[config.mk]
export PLATFORM = sky130hd
export DESIGN_NAME = seg_display_mmio
export DESIGN_NICKNAME = d
export VERILOG_FILES = /design/src/rtl/seg_display_mmio.sv
export SDC_FILE = /design/constraint.sdc
export NUM_CORES = 1
export LEC_CHECK = 0
export ABC_CLOCK_PERIOD_IN_PS = 3050
export BUFFER_PORTS_ARGS = -buffer_cell sky130_fd_sc_hd__clkbuf_2
export CAP_MARGIN = 25
export CORE_MARGIN = 10
export CORE_UTILIZATION = 35
export CTS_CLUSTER_DIAMETER = 200
export DETAILED_ROUTE_END_ITERATION = 10
export GPL_TIMING_DRIVEN = 0
export PLACE_DENSITY_LB_ADDON = 0.08
export RECOVER_POWER = 50
export SLEW_MARGIN = 10
export SYNTH_ARGS = -nofsm -noshare
export SYNTH_HDL_FRONTEND = slang
export SYNTH_SLANG_ARGS = --single-unit
[constraint.sdc]
create_clock -name clk -period 3.05 [get_ports clk]
set_input_delay 0.305 -clock clk [delete_from_list [all_inputs] [get_ports clk]]
set_output_delay 0.305 -clock clk [all_outputs]
set_load 0.01 [all_outputs]
[src/rtl/seg_display_mmio.sv]
// Memory-mapped multiplexed 7-segment display controller (DATA at word 0, CTRL at word 1).
// Optional per-digit blink mask in CTRL[31:24] when SEG_DISPLAY_BLINK_EN is defined.
module seg_display_mmio #(
  parameter int NUM_DIGITS  = 4,
  parameter int REFRESH_DIV = 1024,
  parameter int BLINK_DIV   = 2**22
) (
  input  logic                  clk,
  input  logic                  rst,
  input  logic [31:0]           writeData,
  input  logic                  writeEnable,
  input  logic                  readEnable,
  input  logic [29:0]           memAddress,
  output logic [31:0]           readData,
  output logic [6:0]            seg,
  output logic                  dp,
  output logic [NUM_DIGITS-1:0] an
);

  localparam int CW = $clog2(REFRESH_DIV);
  localparam int IW = (NUM_DIGITS > 1) ? $clog2(NUM_DIGITS) : 1;
  localparam logic [7:0]  DIG_MASK  = 8'((16'd1 << NUM_DIGITS) - 16'd1);
  localparam logic [31:0] DATA_MASK = 32'((64'd1 << (4*NUM_DIGITS)) - 64'd1);
`ifdef SEG_DISPLAY_BLINK_EN
  localparam logic [7:0]  BLINK_MASK = DIG_MASK;
`else
  localparam logic [7:0]  BLINK_MASK = 8'h00;
`endif
  // Write mask doubles as the "unimplemented bits read 0" rule.
  localparam logic [31:0] CTRL_MASK = {BLINK_MASK, DIG_MASK, DIG_MASK, 8'h01};

  logic [31:0]           data_q, data_d, ctrl_q, ctrl_d, rd_q, rd_d;
  logic [CW-1:0]         cnt_q, cnt_d;
  logic [IW-1:0]         idx_q, idx_d;
  logic [NUM_DIGITS-1:0] an_q, an_d;
  logic [6:0]            seg_q, seg_d;
  logic                  dp_q, dp_d;
  logic                  in_range, cnt_last;
  logic [3:0]            nib;
  logic                  blank_b, dp_b, hidden;

  function automatic logic [6:0] hex_glyph(input logic [3:0] h);
    case (h)
      4'h0: hex_glyph = 7'b1000000;  4'h1: hex_glyph = 7'b1111001;
      4'h2: hex_glyph = 7'b0100100;  4'h3: hex_glyph = 7'b0110000;
      4'h4: hex_glyph = 7'b0011001;  4'h5: hex_glyph = 7'b0010010;
      4'h6: hex_glyph = 7'b0000010;  4'h7: hex_glyph = 7'b1111000;
      4'h8: hex_glyph = 7'b0000000;  4'h9: hex_glyph = 7'b0010000;
      4'hA: hex_glyph = 7'b0001000;  4'hB: hex_glyph = 7'b0000011;
      4'hC: hex_glyph = 7'b1000110;  4'hD: hex_glyph = 7'b0100001;
      4'hE: hex_glyph = 7'b0000110;  default: hex_glyph = 7'b0001110;
    endcase
  endfunction

  assign in_range = (memAddress[29:1] == 29'd0);

  // Read value comes from pre-write registers, so a same-cycle write is not visible.
  always_comb begin
    rd_d   = rd_q;
    data_d = data_q;
    ctrl_d = ctrl_q;
    if (readEnable)
      rd_d = !in_range ? 32'h0 : (memAddress[0] ? ctrl_q : data_q);
    if (writeEnable && in_range) begin
      if (memAddress[0]) ctrl_d = writeData & CTRL_MASK;
      else               data_d = writeData & DATA_MASK;
    end
  end

  assign cnt_last = (cnt_q == CW'(REFRESH_DIV - 1));
  assign cnt_d    = cnt_last ? '0 : cnt_q + 1'b1;
  assign idx_d    = !cnt_last ? idx_q :
                    (idx_q == IW'(NUM_DIGITS - 1)) ? '0 : idx_q + 1'b1;

`ifdef SEG_DISPLAY_BLINK_EN
  localparam int BW = (BLINK_DIV > 1) ? $clog2(BLINK_DIV) : 1;
  logic [BW-1:0] bcnt_q;
  logic          phase_q, blink_b;

  always_ff @(posedge clk) begin
    if (rst) begin
      bcnt_q  <= '0;
      phase_q <= 1'b1;
    end else if (bcnt_q == BW'(BLINK_DIV - 1)) begin
      bcnt_q  <= '0;
      phase_q <= ~phase_q;
    end else begin
      bcnt_q  <= bcnt_q + 1'b1;
    end
  end
`endif

  always_comb begin
    nib     = '0;
    blank_b = 1'b0;
    dp_b    = 1'b0;
`ifdef SEG_DISPLAY_BLINK_EN
    blink_b = 1'b0;
`endif
    for (int i = 0; i < NUM_DIGITS; i++) begin
      if (idx_q == IW'(i)) begin
        nib     = data_q[4*i +: 4];
        blank_b = ctrl_q[8+i];
        dp_b    = ctrl_q[16+i];
`ifdef SEG_DISPLAY_BLINK_EN
        blink_b = ctrl_q[24+i];
`endif
      end
    end
  end

`ifdef SEG_DISPLAY_BLINK_EN
  assign hidden = blank_b | (blink_b & ~phase_q);
`else
  assign hidden = blank_b;
`endif

  always_comb begin
    an_d  = '1;
    seg_d = 7'h7F;
    dp_d  = 1'b1;
    if (ctrl_q[0]) begin
      an_d = ~(NUM_DIGITS'(1) << idx_q);
      if (!hidden) begin
        seg_d = hex_glyph(nib);
        dp_d  = ~dp_b;
      end
    end
  end

  always_ff @(posedge clk) begin
    if (rst) begin
      data_q <= '0;
      ctrl_q <= 32'h0000_0001;
      rd_q   <= '0;
      cnt_q  <= '0;
      idx_q  <= '0;
      an_q   <= '1;
      seg_q  <= 7'h7F;
      dp_q   <= 1'b1;
    end else begin
      data_q <= data_d;
      ctrl_q <= ctrl_d;
      rd_q   <= rd_d;
      cnt_q  <= cnt_d;
      idx_q  <= idx_d;
      an_q   <= an_d;
      seg_q  <= seg_d;
      dp_q   <= dp_d;
    end
  end

  assign readData = rd_q;
  assign an       = an_q;
  assign seg      = seg_q;
  assign dp       = dp_q;

endmodule

Word level (Yosys, flattened, before mapping)
Memory sizes are Yosys's and may differ from the RTL's. A register that Yosys moved wholly into a read port is not among the register bits.
Cells that the tools add are included.

word-level totals
  register bits = 74
  memory bits (read-only) = 112
  memories = 1
  word-level logic and storage cells = 42

memory list
  memory           depth  width  read ports  clocked after Yosys merged registers in  write ports  line  RTL
  (no name shown)  16     7      1           1                                        0            43    case (h)

cells by class
  bitwise logic cells = 4
  mux-type cells = 15
  reductions and logical operators = 8
  add/subtract/negate cells = 2
  equal/unequal tests = 4
  shift-type cells = 1

operator list
  operator                 number
  $mux W20                 2
  $logic_not A29 Y1        1
  $mux W4                  4
  $add A10 B1 Y10 const B  1
  $eq A10 B10 Y1 const B   1
  $mux W1                  8
  $eq A2 B2 Y1 const B     2
  $not A4 Y4               1
  $reduce_and A2 Y1        2
  $reduce_or A2 Y1         2
  $shl A1 B2 Y4 const A    1
  $not A1 Y1               3
  $reduce_or A3 Y1         1
  $add A2 B1 Y2 const B    1
  $eq A2 B1 Y1 const B     1
  $logic_not A2 Y1         1
  $mux W2                  1
  $logic_and A1 B1 Y1      1

Longest topological paths before layout
  depth in word-level cells = 6
  depth in mapped cells = 12
  gate-level depth less buffers = 11

Worst setup path before layout
Ideal clock, no wire load.

  kind = register -> register
  start = reg idx_q[1]
  end = reg seg_q[3], in the netlist seg[3]
  required time = 2.915 ns
  clock period less this slack = 2.293 ns
  arrival time = 2.157 ns
  slack = 0.757 ns
  setup time = 0.135 ns
  stages on the path, launching flop included = 12
  cells stage by stage = dfxtp_1 > inv_1 > ha_1 > buf_2 > nand3b_1 > a221oi_1 > inv_1 > ha_1 > inv_1 > a21oi_1 > a22o_1 > nand2_1

between the ends
  longest elaborated chain between the ends = 6
  elaborated cells on any way between the ends = 13
  classes of those cells = eq/ne: 3; mux: 8; reduce/logical: 2

RTL lines
  what                        line  RTL
  from (decl)                 34    logic [IW-1:0] idx_q, idx_d;
  from (signal assigned)      146   idx_q <= idx_d;
  $logic_not A2 Y1            101   if (idx_q == IW'(i)) begin
  $mux W1 (4 in a row)        101
  $reduce_or A3 Y1 (no line)  --
  to (decl)                   36    logic [6:0] seg_q, seg_d;

Several ways; a longest one is shown, not always the timed one.
A chain may end at the register's enable or synchronous reset.

Worst setup path after layout
Same ends and word-level chain as after synthesis.

==> metrics <==
Min-Delay Path Class input port to flip-flop; max_cap viols 0; # DRC 0; global placer's final weighted congestion 0.783; hold_ws 0.194 ns; area occupied by multi-input gates 1510 µm²; starting density of the core 0.359; Avg Inst Size Synth 9.49 µm²; Setup crit end kind flip-flop; root buf cell clkbuf_8; Layout Area Growth over Synthesis 25.7%; setup TNS 0 ns; YS warnings 0; Synth area leaders dfxtp_1, mux2i_1, nor2_1, ha_1, buf_4; die height 114 µm; vias in the first global route 2,624; DR vias 2,521; Clock Latency Late Sink 0.34 ns; row cnt 34; wire length per cell 14.8 µm; gr ovfl total 0; ys async rst share 0; critical path's largest stage delay 0.62 ns; commonest cells in the synthesized netlist dfxtp_1, nor2_1, mux2i_1, nand2_1, buf_4; H-tree depth 3; fin. max-slew vios 0; final period utilization 0.895; sequential-to-total area share from yosys stat 0.444; Slew headroom 0.513; DR vias/cell 4.61; Clock Sinks 69; TritonRoute pass-1 iters 4; post-CTS setup buffers 0; top cell type's share of synthesized area 0.444; number of synthesized flops with an enable pin 0; Leakage 1.63 nW; I/O pin count 110; crit path time final 2.73 ns; dpl hpwl 6350 µm; RSZ-0062 raised after global routing false; # fillers 929; Cell Area, Synth 3110 µm²; pin count of the biggest net entering global routing 14; DR iter-0 viols 109; layout cell share with drive strength beyond 1 0.219; FF/Latch Area 1380 µm²; cts bufs inserted 9; FF+latch count, synth 69; Total Routing Usage GR 0.128; most common cell in the netlist dfxtp_1; WP data required 3.25 ns; CP max stage cell a221oi_1; met2 WL 3660 µm; Setup crit start kind flip-flop; fin nets 511; first-pass GRT wire length 13,300 µm; Buf+Inv Stages, Crit Path 4; Buffers on Ports 84; count of cell types in the netlist 44; critical path class flip-flop to flip-flop; post-synth top area cell dfxtp_1; hold_buf cts 0; post-CTS sizing 0; Antenna Cells 0; Worst EP arrival 2.93 ns; cell mode on critical path inv_1; routed length on met1 3770 µm; CTS tree built; final hold vios 0; VDD IR max 279 µV; core box area 8680 µm²; Pwr per Cell Area 494 nW/µm²; Top FF cell, synth dfxtp_1; DR top layer met4; worst-path maximum fanout 10; Final setup viols 0; DRT antenna net count 0; R2R setup slack 0.32 ns; Critical Path, Cell by Cell inv_1 -> ha_1 -> buf_2 -> nand3b_1 -> a221oi_1 -> inv_1 -> ha_1 -> inv_1 -> a21oi_1 -> a22o_1 -> nand2_1; Mapped Cells 328; WL final 8090 µm; Slew @ Worst Pin 0.730 ns; clk buf depth 2; crit-path leading delay family compound AO/OA/AOI/OAI gates; Die X-Extent 114 µm; status finished clean; clock-pin slew on the worst setup and hold paths 0.08 ns; initial antenna violation count 0; die area 13,100 µm²; f_max 0.366 GHz; Met3 Wirelength 606 µm; Post-Route Skew 0.00795 ns
==> sequential cells by signal, summed over array words and instances, names as in the netlist <==
signal	flops
cnt_q	10
idx_q	2
data_q	16
an	4
dp	1
readData	20
seg	7
ctrl_q	9
==> logic make-up (layout without fill, tap and decap cells) <==
group                      Yosys count  after routing  synth area share
DFF                                 69             69             0.444
and+or+nand+nor                    114            114             0.188
AOI/OAI and AO/OA                   45             45             0.102
adders and majority gates           11             11            0.0442
other                                1             12           0.00120
xor gates and xnor gates             8              8            0.0225
buffers and inverters               45            145            0.0860
muxes                               35             35             0.113
==> through the flow <==
stage / setup slack [ns] / utilization / std cells / area (µm²) / total power (W)
3_5_place_dp: 0.264 / 0.428 / 531 / 3710 / 0.00104
2_1_floorplan: 0.757 / - / 339 / 3160 / 0.000984
6_report: 0.320 / 0.451 / 547 / 3920 / 0.00193
5_1_grt: 0.0455 / 0.451 / 547 / 3920 / 0.00202
3_3_place_gp: 0.346 / 0.428 / 531 / 3710 / 0.00104
4_1_cts: 0.266 / 0.456 / 547 / 3960 / 0.00196
==> layer usage <==
metal | vias to the layer above | track usage
met5 | - | 0
met4 | 0 | 0.0242
met3 | 5 | 0.0608
met2 | 58 | 0.204
met1 | 1138 | 0.153
li1 | 1320 | -
==> path summary, 6_finish.rpt <==
check,endpoint,cells after the start,start
hold / removal,data_q[1],3,writeData[1]
setup reg to reg,seg[3],11,idx_q[1]
hold reg to reg,cnt_q[0],1,cnt_q[0]
setup / recovery,seg[3],11,idx_q[1]
==> worst register-to-register path: stages, from the launching register on <==
cell	delay, ns
dfxtp_1	0.38
inv_1	0.08
ha_1	0.23
buf_2	0.19
nand3b_1	0.18
a221oi_1	0.62
inv_1	0.21
ha_1	0.35
inv_1	0.04
a21oi_1	0.12
a22o_1	0.14
nand2_1	0.05
==> cells in the final DEF, fill, tap and decap left out, types with 4 or more instances in the layout <==
master    count
o211ai_1      4
clkbuf_1     37
xor2_1        4
clkbuf_2     52
dfxtp_1      69
xnor2_1       4
nand3b_1      5
buf_2         4
nand2_1      19
nand3_1       6
o22ai_1       5
buf_4        17
nor2_1       41
nand4_1       6
conb_1       12
nand2b_1      8
ha_1         11
nor4_1        5
a22o_1       12
nor2b_1       9
clkbuf_8      9
inv_1        16
mux2i_1      33
a21oi_1      12
==> report_power, final <==
part	internal, W	switching, W
Clock	0.000547	0.000370
Combinational	0.0000490	0.0000547
Sequential	0.000908	0.00000339
Total	0.00150	0.000428
==> cell type report <==
class	instances	share of cell area
clock buffer	9	0.0316
inverter	16	0.0153
buffer	29	0.0527
tap	108	0.0345
multi-input combinational	225	0.384
sequential	69	0.353
clock inverter	7	0.0313
timing repair buffer	84	0.0972
No activity file was read; power rests on OpenSTA's default activity.
